--- config.mk ---
export PLATFORM = sky130hd
export DESIGN_NAME = tx_pulse_fire_flat
export DESIGN_NICKNAME = d
export VERILOG_FILES = /design/src/rtl/tx_pulse_fire_if.sv /design/src/rtl/tx_pulse_fire.sv /design/src/flat_wrapper.sv
export SDC_FILE = /design/constraint.sdc
export NUM_CORES = 1
export LEC_CHECK = 0
export ABC_CLOCK_PERIOD_IN_PS = 13100
export CORE_ASPECT_RATIO = 2
export CORE_MARGIN = 3
export CORE_UTILIZATION = 33
export DETAILED_ROUTE_END_ITERATION = 12
export GPL_TIMING_DRIVEN = 0
export PLACE_DENSITY = 0.54
export SYNTH_ARGS = -nofsm -noshare
export SYNTH_HDL_FRONTEND = slang
export SYNTH_SLANG_ARGS = --single-unit
--- constraint.sdc ---
create_clock -name i_clk -period 13.1 [get_ports i_clk]
set_input_delay 1.31 -clock i_clk [delete_from_list [all_inputs] [get_ports i_clk]]
set_output_delay 1.31 -clock i_clk [all_outputs]
set_load 0.005 [all_outputs]
--- src/rtl/tx_pulse_fire_if.sv ---
// tx_pulse_fire_if
// Groups the transmit-fire control and pulse-drive signals into one bundle.
//   i_start      : request to fire one transmit event
//   i_delay      : per-channel fire delay in clock cycles (unpacked array)
//   i_num_cycles : full bipolar pulse periods per channel
//   o_pulse_p    : per-channel positive-drive enable
//   o_pulse_n    : per-channel negative-drive enable
//   o_busy       : transmit event in progress
//   o_done       : single-cycle completion strobe
// master drives the request side; slave is the pulse generator.
interface tx_pulse_fire_if #(
  parameter int NUM_CHANNELS = 4,
  parameter int DELAY_WIDTH  = 16,
  parameter int CYCLES_WIDTH = 4
) ();
  logic                    i_start;
  logic [DELAY_WIDTH-1:0]  i_delay [NUM_CHANNELS];
  logic [CYCLES_WIDTH-1:0] i_num_cycles;
  logic [NUM_CHANNELS-1:0] o_pulse_p;
  logic [NUM_CHANNELS-1:0] o_pulse_n;
  logic                    o_busy;
  logic                    o_done;

  modport master (
    output i_start, i_delay, i_num_cycles,
    input  o_pulse_p, o_pulse_n, o_busy, o_done
  );

  modport slave (
    input  i_start, i_delay, i_num_cycles,
    output o_pulse_p, o_pulse_n, o_busy, o_done
  );
endinterface

--- src/rtl/tx_pulse_fire.sv ---
// tx_pulse_fire
// Multi-channel bipolar transmit pulse generator. On start the per-channel
// delays and burst length are latched; each channel then waits its delay and
// emits num_cycles full periods (HALF_PERIOD cycles positive, HALF_PERIOD
// cycles negative). A done strobe follows the last active cycle of the
// channel with the largest delay.
//   i_clk   : clock, rising edge
//   i_reset : synchronous active-high reset
//   bus     : tx_pulse_fire_if.slave (start/delay/num_cycles in,
//             pulse_p/pulse_n/busy/done out)
//
// state  | meaning
// S_IDLE | waiting for start, inputs latched on start
// S_FIRE | timer running, channels emitting pulses
// S_DONE | one-cycle completion strobe
module tx_pulse_fire #(
  parameter int NUM_CHANNELS = 4,
  parameter int DELAY_WIDTH  = 16,
  parameter int CYCLES_WIDTH = 4,
  parameter int HALF_PERIOD  = 4
) (
  input  logic           i_clk,
  input  logic           i_reset,
  tx_pulse_fire_if.slave bus
);
  localparam int TW = DELAY_WIDTH + CYCLES_WIDTH + $clog2(2*HALF_PERIOD) + 1;
  localparam int PW = (HALF_PERIOD > 1) ? $clog2(HALF_PERIOD) : 1;
  localparam int HW = CYCLES_WIDTH + 1;

  typedef enum logic [1:0] {S_IDLE, S_FIRE, S_DONE} state_t;

  state_t                  r_state, w_state_nxt;
  logic [TW-1:0]           r_timer, w_timer_nxt;
  logic [TW-1:0]           r_t_last, w_t_last_nxt;
  logic [TW-1:0]           w_max_dly;
  logic [DELAY_WIDTH-1:0]  r_wait [NUM_CHANNELS];
  logic [DELAY_WIDTH-1:0]  w_wait_nxt [NUM_CHANNELS];
  logic [PW-1:0]           r_phase [NUM_CHANNELS];
  logic [PW-1:0]           w_phase_nxt [NUM_CHANNELS];
  logic [HW-1:0]           r_halves [NUM_CHANNELS];
  logic [HW-1:0]           w_halves_nxt [NUM_CHANNELS];
  logic [NUM_CHANNELS-1:0] r_pol, w_pol_nxt;
  logic [NUM_CHANNELS-1:0] r_pulse_p, w_pulse_p_nxt;
  logic [NUM_CHANNELS-1:0] r_pulse_n, w_pulse_n_nxt;

  // Channel state describes the cycle being output: r_wait counts down the
  // remaining delay, r_halves counts half-periods still to emit, r_pol selects
  // the drive polarity. Pulse registers are loaded from the next-cycle state so
  // the output for timer value t appears while the timer equals t.
  always_comb begin
    w_state_nxt   = r_state;
    w_timer_nxt   = r_timer;
    w_t_last_nxt  = r_t_last;
    w_wait_nxt    = r_wait;
    w_phase_nxt   = r_phase;
    w_halves_nxt  = r_halves;
    w_pol_nxt     = r_pol;
    w_pulse_p_nxt = '0;
    w_pulse_n_nxt = '0;
    w_max_dly     = '0;

    for (int c = 0; c < NUM_CHANNELS; c++) begin
      if (TW'(bus.i_delay[c]) > w_max_dly) w_max_dly = TW'(bus.i_delay[c]);
    end

    case (r_state)
      S_IDLE: begin
        if (bus.i_start) begin
          w_timer_nxt  = '0;
          // last FIRE timer value: largest delay plus burst length minus one
          w_t_last_nxt = w_max_dly + TW'(2*HALF_PERIOD) * TW'(bus.i_num_cycles) - TW'(1);
          for (int c = 0; c < NUM_CHANNELS; c++) begin
            w_wait_nxt[c]   = bus.i_delay[c];
            w_phase_nxt[c]  = '0;
            w_halves_nxt[c] = {bus.i_num_cycles, 1'b0};
            w_pol_nxt[c]    = 1'b0;
          end
          w_state_nxt = (bus.i_num_cycles != '0) ? S_FIRE : S_DONE;
        end
      end
      S_FIRE: begin
        w_timer_nxt = r_timer + TW'(1);
        for (int c = 0; c < NUM_CHANNELS; c++) begin
          if (r_wait[c] != '0) begin
            w_wait_nxt[c] = r_wait[c] - DELAY_WIDTH'(1);
          end else if (r_halves[c] != '0) begin
            if (r_phase[c] == PW'(HALF_PERIOD-1)) begin
              w_phase_nxt[c]  = '0;
              w_pol_nxt[c]    = ~r_pol[c];
              w_halves_nxt[c] = r_halves[c] - HW'(1);
            end else begin
              w_phase_nxt[c] = r_phase[c] + PW'(1);
            end
          end
        end
        if (r_timer == r_t_last) w_state_nxt = S_DONE;
      end
      S_DONE:  w_state_nxt = S_IDLE;
      default: w_state_nxt = S_IDLE;
    endcase

    if (w_state_nxt == S_FIRE) begin
      for (int c = 0; c < NUM_CHANNELS; c++) begin
        if ((w_wait_nxt[c] == '0) && (w_halves_nxt[c] != '0)) begin
          w_pulse_p_nxt[c] = ~w_pol_nxt[c];
          w_pulse_n_nxt[c] =  w_pol_nxt[c];
        end
      end
    end
  end

  always_ff @(posedge i_clk) begin
    if (i_reset) begin
      r_state   <= S_IDLE;
      r_timer   <= '0;
      r_t_last  <= '0;
      r_pol     <= '0;
      r_pulse_p <= '0;
      r_pulse_n <= '0;
      for (int c = 0; c < NUM_CHANNELS; c++) begin
        r_wait[c]   <= '0;
        r_phase[c]  <= '0;
        r_halves[c] <= '0;
      end
    end else begin
      r_state   <= w_state_nxt;
      r_timer   <= w_timer_nxt;
      r_t_last  <= w_t_last_nxt;
      r_pol     <= w_pol_nxt;
      r_pulse_p <= w_pulse_p_nxt;
      r_pulse_n <= w_pulse_n_nxt;
      for (int c = 0; c < NUM_CHANNELS; c++) begin
        r_wait[c]   <= w_wait_nxt[c];
        r_phase[c]  <= w_phase_nxt[c];
        r_halves[c] <= w_halves_nxt[c];
      end
    end
  end

  assign bus.o_pulse_p = r_pulse_p;
  assign bus.o_pulse_n = r_pulse_n;
  assign bus.o_busy    = (r_state == S_FIRE);
  assign bus.o_done    = (r_state == S_DONE);
endmodule

--- src/flat_wrapper.sv ---
// flat-port wrapper written by rule: the top's interface ports become plain ports
module tx_pulse_fire_flat 
#(
  parameter int NUM_CHANNELS = 4,
  parameter int DELAY_WIDTH  = 16,
  parameter int CYCLES_WIDTH = 4,
  parameter int HALF_PERIOD  = 4
)
  (i_clk, i_reset, bus_i_start, bus_i_delay, bus_i_num_cycles, bus_o_pulse_p, bus_o_pulse_n, bus_o_busy, bus_o_done);
  tx_pulse_fire_if #(.NUM_CHANNELS(NUM_CHANNELS), .DELAY_WIDTH(DELAY_WIDTH), .CYCLES_WIDTH(CYCLES_WIDTH)) bus_i ();
  input  logic i_clk;
  input  logic i_reset;
  input wire logic [$bits(bus_i.i_start)-1:0] bus_i_start;
  input wire logic [$bits(bus_i.i_delay)-1:0] bus_i_delay;
  input wire logic [$bits(bus_i.i_num_cycles)-1:0] bus_i_num_cycles;
  output wire logic [$bits(bus_i.o_pulse_p)-1:0] bus_o_pulse_p;
  output wire logic [$bits(bus_i.o_pulse_n)-1:0] bus_o_pulse_n;
  output wire logic [$bits(bus_i.o_busy)-1:0] bus_o_busy;
  output wire logic [$bits(bus_i.o_done)-1:0] bus_o_done;
  assign bus_i.i_start = bus_i_start;
  assign bus_i.i_delay = {>>{bus_i_delay}};
  assign bus_i.i_num_cycles = bus_i_num_cycles;
  assign bus_o_pulse_p = bus_i.o_pulse_p;
  assign bus_o_pulse_n = bus_i.o_pulse_n;
  assign bus_o_busy = bus_i.o_busy;
  assign bus_o_done = bus_i.o_done;
  tx_pulse_fire #(.NUM_CHANNELS(NUM_CHANNELS), .DELAY_WIDTH(DELAY_WIDTH), .CYCLES_WIDTH(CYCLES_WIDTH), .HALF_PERIOD(HALF_PERIOD)) u_core (.i_clk(i_clk), .i_reset(i_reset), .bus(bus_i));
endmodule
==> results.tsv, run 1 <==
stage	metric	value	unit
status	status	finished clean	
logic_synthesis	avgSynthCellArea	7.33	sq um
floorplan	dieArea	0.0366	sq mm
logic_synthesis	synth_ff_type	dfxtp_1	
layout	drive_gt1_share	4.97	%
timing	slew_headroom	25.2	%
routing	initialDrtViolationCount	896	
logic_synthesis	yosysWarnings	0	
worst_setup_path	cp-end-kind	flop	
logic_synthesis	syn-num-nets	1677	
power_and_ir_drop	p_leak	5.05	nW
global_route	antenna_found_initial	0	
place	dp_hpwl	40200	um
layout	finalNonFillerCells	2085	
cts	numCtsBuffers	17	
power_and_ir_drop	cellPowerDensity	144	mW/mm^2
power_and_ir_drop	p_seq_share	29.0	%
power_and_ir_drop	p_sw_share	40.5	%
floorplan	coreArea	0.0336	sq mm
logic_synthesis	syn_inst	1540	
logic_synthesis	yosys_register_bits	154	
timing	tightest_slew	1110	ps
cts	cts_tree	done	
power_and_ir_drop	pwr-share-clk	29.2	%
routing	wl	50500	um
layout	final_cell_mix	nor2_1 (226), dfxtp_1 (154), nand2_1 (144), a21oi_1 (111), o21ai_0 (108)	
timing	fmax	81.8	MHz
layout	fin_nets	1773	
power_and_ir_drop	p_comb_share	41.8	%
timing	slew_viol_final	0	
floorplan	initial_core_util	33.5	%
routing	num_vias	12500	
global_route	grt_usage	27.7	%
cts	clk_latency	460	ps
timing	min_period_over_period	93.3	%
timing	finClkSkew	14.8	ps
logic_synthesis	synth_enable_flop_cells	0	
min_path	hold_class	reg -> reg	
power_and_ir_drop	finalPower	1.91	mW
routing	dr.pass1.iters	5	
flow_run	maxCapViolCount	0	
routing	route.detailed.drc	0	
place	gp_congestion	0.982	
routing	routedWlPerCell	24.2	um
floorplan	io_pins	81	
floorplan	die-width	137	um
logic_synthesis	yosysUniqueCellTypes	85	
layout	area_growth	17.8	%
worst_setup_path	worstPathRequired	13500	ps
global_route	grt_pass1_wl	74800	um
global_route	grt-ovfl-total	0	
routing	detail-route-antenna-nets	0	
power_and_ir_drop	p_switching	774	uW
logic_synthesis	synth-seq-area-share	27.3	%
timing	hold_violations	0	
cts	clk_pin_slew	70	ps
cts	cts_max_path_buffers	2	
worst_setup_path	crit_path_max_incr_delay	640	ps
worst_setup_path	cp-start-kind	input pin	
global_route	grt_max_degree	20	
global_route	grt_pass1_vias	12400	
place	dp.cells	2055	
cts	cts.sinks	154	
worst_setup_path	criticalPathCategory	in -> reg	
logic_synthesis	async_flop_share	0	%
place	port_buffers	79	
floorplan	rows	95	
power_and_ir_drop	ir_drop	102	uV
logic_synthesis	synth_area	0.0113	sq mm
cts	hold_buffers	0	
layout	antenna_cells	0	
power_and_ir_drop	power.internal	1.14	mW
layout	final_common_cell	nor2_1	
floorplan	die_y	268	um
worst_setup_path	cp_max_fo	28	
routing	vias_per_cell	5.97	
timing	setup_violations	0	
timing	post-route-min-period	12230	ps
cts	cts-htree-levels	4	
worst_setup_path	cpMaxStageDelayCell	clkdlybuf4s50_1	
timing	grt_setup_unrepaired	no	
worst_setup_path	critPathArrivalTime	12620	ps
cts	root_buffer	clkbuf_16	
-- worst max-delay path, delay by kind of cell --
| family | cells | cell delay [ps] |
|---|---|---|
| AOI/OAI and AO/OA | 20 | 4600 |
| adders and majority gates | 4 | 1340 |
| buffers and inverters | 8 | 2350 |
| muxes | 1 | 320 |
| and+or+nand+nor | 12 | 2710 |
-- layout make-up --
type	count	area (sq um)
fill	3572	20300
multi-input combinational	1246	7680
sequential	154	3080
timing repair buffer	79	791
tap	436	546
clock buffer	20	467
buffer	83	334
inverter	55	206
clock inverter	12	184
-- logic make-up (layout without fill, tap and decap cells) --
group	count (synthesis)	after routing	synth area share (%)
mux	25	25	2.28
compound gates	434	434	25.6
buf+inv	140	249	4.78
fa+ha+maj	66	66	7.38
flops	154	154	27.3
xor+xnor	52	52	4.04
simple gates	669	669	28.6
-- metal layers --
metal	global-route usage, %	wire, um
met5	0	0
met4	22.7	4950
met3	3.70	2440
met2	49.9	25900
met1	27.6	17200
-- sequential cells by signal, summed over array words and instances (netlist names) --
| signal | cells |
|---|---|
| u_core.r_halves | 20 |
| u_core.bus.o_pulse_p | 4 |
| u_core.r_t_last | 24 |
| u_core.r_timer | 24 |
| u_core.r_wait | 64 |
| u_core.r_state | 2 |
| u_core.r_phase | 8 |
| u_core.r_pol | 4 |
| u_core.bus.o_pulse_n | 4 |
-- repair_timing --
item	CTS	global route
resized for setup	4	9
buffers inserted	0	0
endpoints found under the setup margin	14	14
-- power by group through the flow --
stage / clock, mW / combinational, mW / sequential [mW]
CTS: 0.564 / 0.789 / 0.553
floorplan: 0 / 0.549 / 0.548
global placement: 0 / 0.774 / 0.562
finish: 0.559 / 0.798 / 0.554
detailed placement: 0 / 0.781 / 0.563
global route: 0.582 / 0.881 / 0.558
-- per-stage QoR --
stage	hold slack, ps	util [%]	TNS, ps	setup slack, ps	cell area (sq um)
after floorplan	436	-	0	1820	11300
after detailed placement	458	37.5	-16000	-1280	12600
after CTS	468	39.5	0	152	13300
final	460	39.5	0	874	13300
after global placement	457	37.5	-14560	-1220	12600
after global routing	483	39.5	0	41.2	13300
-- cell usage after synthesis (23+ instances only) --
| master | number | area share [%] |
|---|---|---|
| dfxtp_1 | 154 | 27 |
| clkbuf_1 | 67 | 2.2 |
| nor2_1 | 227 | 7.6 |
| o21ai_0 | 108 | 4.8 |
| nor3_1 | 56 | 2.5 |
| a221oi_1 | 30 | 2.3 |
| nand2_1 | 144 | 4.8 |
| nor2b_1 | 33 | 1.8 |
| nand3_1 | 48 | 2.1 |
| ha_1 | 65 | 7.2 |
| inv_1 | 50 | 1.7 |
| nand4_1 | 28 | 1.6 |
| nor4_1 | 29 | 1.6 |
| xor2_1 | 29 | 2.3 |
| a21oi_1 | 112 | 5.0 |
| xnor2_1 | 23 | 1.8 |
-- worst paths after layout --
kind	start	to	slack (ps)	cells past startpoint
worst min register to register	u_core.r_phase[3]	u_core.r_phase[3]	460	2
worst max register to register	u_core.r_wait[23]	u_core.bus.o_pulse_p[2]	7690	12
worst min-delay path	u_core.r_phase[3]	u_core.r_phase[3]	460	2
worst max-delay path	bus_i_delay[47]	u_core.r_t_last[17]	870	45
(Power assumes the default switching activity.)
==> run 2: changes to the inputs <==
--- a/config.mk
+++ b/config.mk
@@ -5,13 +5,14 @@
 export SDC_FILE = /design/constraint.sdc
 export NUM_CORES = 1
 export LEC_CHECK = 0
-export ABC_CLOCK_PERIOD_IN_PS = 13100
+export ABC_AREA = 1
+export ABC_CLOCK_PERIOD_IN_PS = 10950
 export CORE_ASPECT_RATIO = 2
 export CORE_MARGIN = 3
 export CORE_UTILIZATION = 33
 export DETAILED_ROUTE_END_ITERATION = 12
 export GPL_TIMING_DRIVEN = 0
-export PLACE_DENSITY = 0.54
+export PLACE_DENSITY = 0.56
 export SYNTH_ARGS = -nofsm -noshare
 export SYNTH_HDL_FRONTEND = slang
 export SYNTH_SLANG_ARGS = --single-unit
==> constraint.sdc (replaced) <==
create_clock -name i_clk -period 10.95 [get_ports i_clk]
set_input_delay 1.095 -clock i_clk [delete_from_list [all_inputs] [get_ports i_clk]]
set_output_delay 1.095 -clock i_clk [all_outputs]
set_load 0.005 [all_outputs]
==> results.tsv, run 2 <==
stage	metric	value	unit	change
status	status	finished clean		
logic_synthesis	yosysMostFrequentCell	inv_1		
floorplan	die-width	139	um	+1.5%
worst_setup_path	criticalPathCategory	in -> reg		
global_route	antenna_found_initial	0		unchanged
timing	finClkSkew	15.5	ps	+0.760 ps
timing	setup_violations	0		unchanged
logic_synthesis	synth_area_leaders	dfxtp_1 (26%), inv_1 (11%), nand2_1 (9.8%)		
cts	root_buffer	clkbuf_16		
cts	cts.sinks	154		unchanged
cts	cts_setup_buffers	0		unchanged
logic_synthesis	synth_top_area_cell	dfxtp_1		
cts	cts-htree-levels	4		unchanged
timing	grt_setup_unrepaired	no		
worst_setup_path	cp-startpoint	bus_i_delay[50]		
layout	area_growth	16.6	%	
timing	hold_ws	476	ps	+15.1 ps
global_route	grt_pass1_vias	13000		+4.6%
logic_synthesis	avgSynthCellArea	6.34	sq um	-13%
worst_setup_path	cp-end-kind	flop		
timing	post-route-min-period	9570	ps	
power_and_ir_drop	ir_drop	121	uV	+18%
logic_synthesis	synth_top_area_share	26.5	%	-0.83 points
floorplan	io_pins	81		unchanged
routing	detail-route-antenna-nets	0		unchanged
place	port_buffers	80		+1.3%
floorplan	rows	96		+1.1%
power_and_ir_drop	p_leak	6.09	nW	+21%
routing	num_vias	12900		+3.6%
cts	hold_buffers	0		unchanged
layout	largest_register_ffs	64		unchanged
logic_synthesis	synth_ff_type	dfxtp_1		
place	placed_area	0.0130	sq mm	+2.9%
place	pre_cts_slack	946	ps	+2220 ps
layout	antenna_cells	0		unchanged
min_path	holdCritStartpoint	u_core.r_t_last[23]		
logic_synthesis	synth_area	0.0116	sq mm	+3.1%
place	dp_hpwl	40300	um	+0.40%
logic_synthesis	async_flop_share	0	%	unchanged
timing	slew_headroom	19.7	%	-5.5 points
global_route	grt-ovfl-total	0		unchanged
worst_setup_path	cpMostUsedCell	nand2_1		
logic_synthesis	yosysWarnings	0		unchanged
layout	top_register	u_core.r_wait		
routing	vias_per_cell	5.40		-9.5%
layout	reg.largest.list	u_core.r_wait x64, u_core.r_t_last x24, u_core.r_timer x24		
layout	fin_nets	2071		+17%
layout	final_cell_mix	inv_1 (342), nand2_1 (305), nor2_1 (211), dfxtp_1 (154), o21ai_0 (129)		
floorplan	coreArea	0.0346	sq mm	+2.8%
flow_run	maxCapViolCount	0		unchanged
cts	clk_pin_slew	60	ps	about the same
timing	final_critical_path_setup_slack	1380	ps	+506 ps
routing	route.detailed.drc	0		unchanged
timing	min_period_over_period	87.4	%	
routing	dr.pass1.iters	7		+2
floorplan	dieArea	0.0377	sq mm	+3.0%
cts	clk_latency	470	ps	about the same
logic_synthesis	yosysUniqueCellTypes	58		-32%
routing	wl	49800	um	-1.5%
power_and_ir_drop	cellPowerDensity	159	mW/mm^2	+11%
timing	fmax	104	MHz	
power_and_ir_drop	finalPower	2.16	mW	+13%
cts	cts_max_path_buffers	2		unchanged
floorplan	initial_core_util	33.6	%	+0.098 points
layout	final_common_cell	inv_1		
worst_setup_path	worstPathRequired	11310	ps	-2190 ps
logic_synthesis	syn-num-nets	1972		+18%
worst_setup_path	cp_max_fo	10		-64%
routing	routedWlPerCell	20.8	um	-14%
cts	post_cts_resized	0		-4
timing	hold_violations	0		unchanged
worst_setup_path	reg2reg_from	u_core.r_state[0]		
cts	cts_tree	done		
routing	initialDrtViolationCount	769		-14%
timing	slew_viol_final	0		unchanged
layout	finalInstanceArea	0.0136	sq mm	+2.1%
place	gp_congestion	0.966		-1.7%
global_route	grt_max_degree	17		-15%
logic_synthesis	syn_inst	1835		+19%
global_route	grt_usage	25.9	%	-1.8 points
timing	tns	0	ps	unchanged
cts	numCtsBuffers	17		unchanged
floorplan	die_y	272	um	+1.5%
layout	drive_gt1_share	5.60	%	+0.63 points
logic_synthesis	synth_enable_flop_cells	0		unchanged
worst_setup_path	critPathArrivalTime	9930	ps	-2690 ps
logic_synthesis	yosys_register_bits	154		unchanged
worst_setup_path	reg2reg_setup_slack	6090	ps	-1600 ps
worst_setup_path	cp-start-kind	input pin		
global_route	grt_pass1_wl	73300	um	-2.0%
logic_synthesis	synth-seq-area-share	26.5	%	-0.83 points
worst_setup_path	cpMaxStageDelayCell	clkdlybuf4s50_1		
worst_setup_path	crit_path_max_incr_delay	700	ps	+60 ps
logic_synthesis	yosys-top-cells-count	inv_1 (342), nand2_1 (305), nor2_1 (211)		
timing	tightest_slew	1200	ps	+92.6 ps
min_path	hold_class	reg -> reg		
run 2: cell types whose count changed after synthesis, moves of 16 or more:
cell	delta
a221oi_1	-24
nand3_1	+67
nor3_1	-16
inv_1	+292
nor2_1	-16
o221ai_1	+18
or3_1	-19
o21ai_0	+21
mux2i_1	-18
nor2b_1	-33
clkbuf_1	-22
nand2_2	+21
nand2_1	+161
run 2: path summary, 6_finish.rpt:
path,endpoint,cells after the start
min,u_core.r_t_last[23],2
max reg2reg,u_core.bus.o_pulse_n[1],13
max,u_core.r_t_last[13],48
min reg2reg,u_core.r_t_last[23],2
run 2: area by class of cell:
| class | instances | area, sq um |
|---|---|---|
| fillers | 3791 | 21000 |
| flip-flops and latches | 154 | 3080 |
| repair buffers | 80 | 801 |
| clock buffers | 20 | 467 |
| inverters | 345 | 1290 |
| multi-input cells | 1276 | 7000 |
| well taps | 441 | 552 |
| clock inverters | 12 | 114 |
| plain buffers | 60 | 260 |
run 2: routing by layer:
layer / part of all wire [%] / global-route usage [%]
met5: 0 / 0
met3: 3.8 / 4.18
met2: 53 / 49.4
met4: 12 / 26.8
met1: 31 / 21.2
run 2: cell families after synthesis:
group | share of synthesized area [%]
buffers and inverters | 13.4
xor gates and xnor gates | 2.56
and+or+nand+nor | 30.2
DFF | 26.5
adders and majority gates | 7.16
AOI/OAI and AO/OA | 20.2
muxes | 0.0860
run 2: critical path: cells and delay by family:
kind	cells	cell delay, ps
buf+inv	12	2600
compound gates	9	2040
fa+ha+maj	4	1460
simple gates	23	2720
run 2: through the flow:
step,util [%],std cells
final,39.2,2388
after global routing,39.2,2388
after CTS,39.2,2388
after detailed placement,37.6,2356
after global placement,37.6,2356
after floorplan,-,1835
run 2: power breakdown:
part           switching, mW  internal (mW)  total [mW]
sequential            0.0420          0.607       0.649
combinational          0.616          0.292       0.908
clock                  0.274          0.332       0.606
total                  0.932           1.23        2.16
==> run 3: changes to the inputs <==
--- a/config.mk
+++ b/config.mk
@@ -10,6 +10,7 @@
 export CORE_ASPECT_RATIO = 2
 export CORE_MARGIN = 3
 export CORE_UTILIZATION = 33
+export CTS_CLUSTER_DIAMETER = 100
 export DETAILED_ROUTE_END_ITERATION = 12
 export GPL_TIMING_DRIVEN = 0
 export PLACE_DENSITY = 0.56
==> results of run 3 <==
No change in the layout: final DEF, timing and power equal those of run 2.
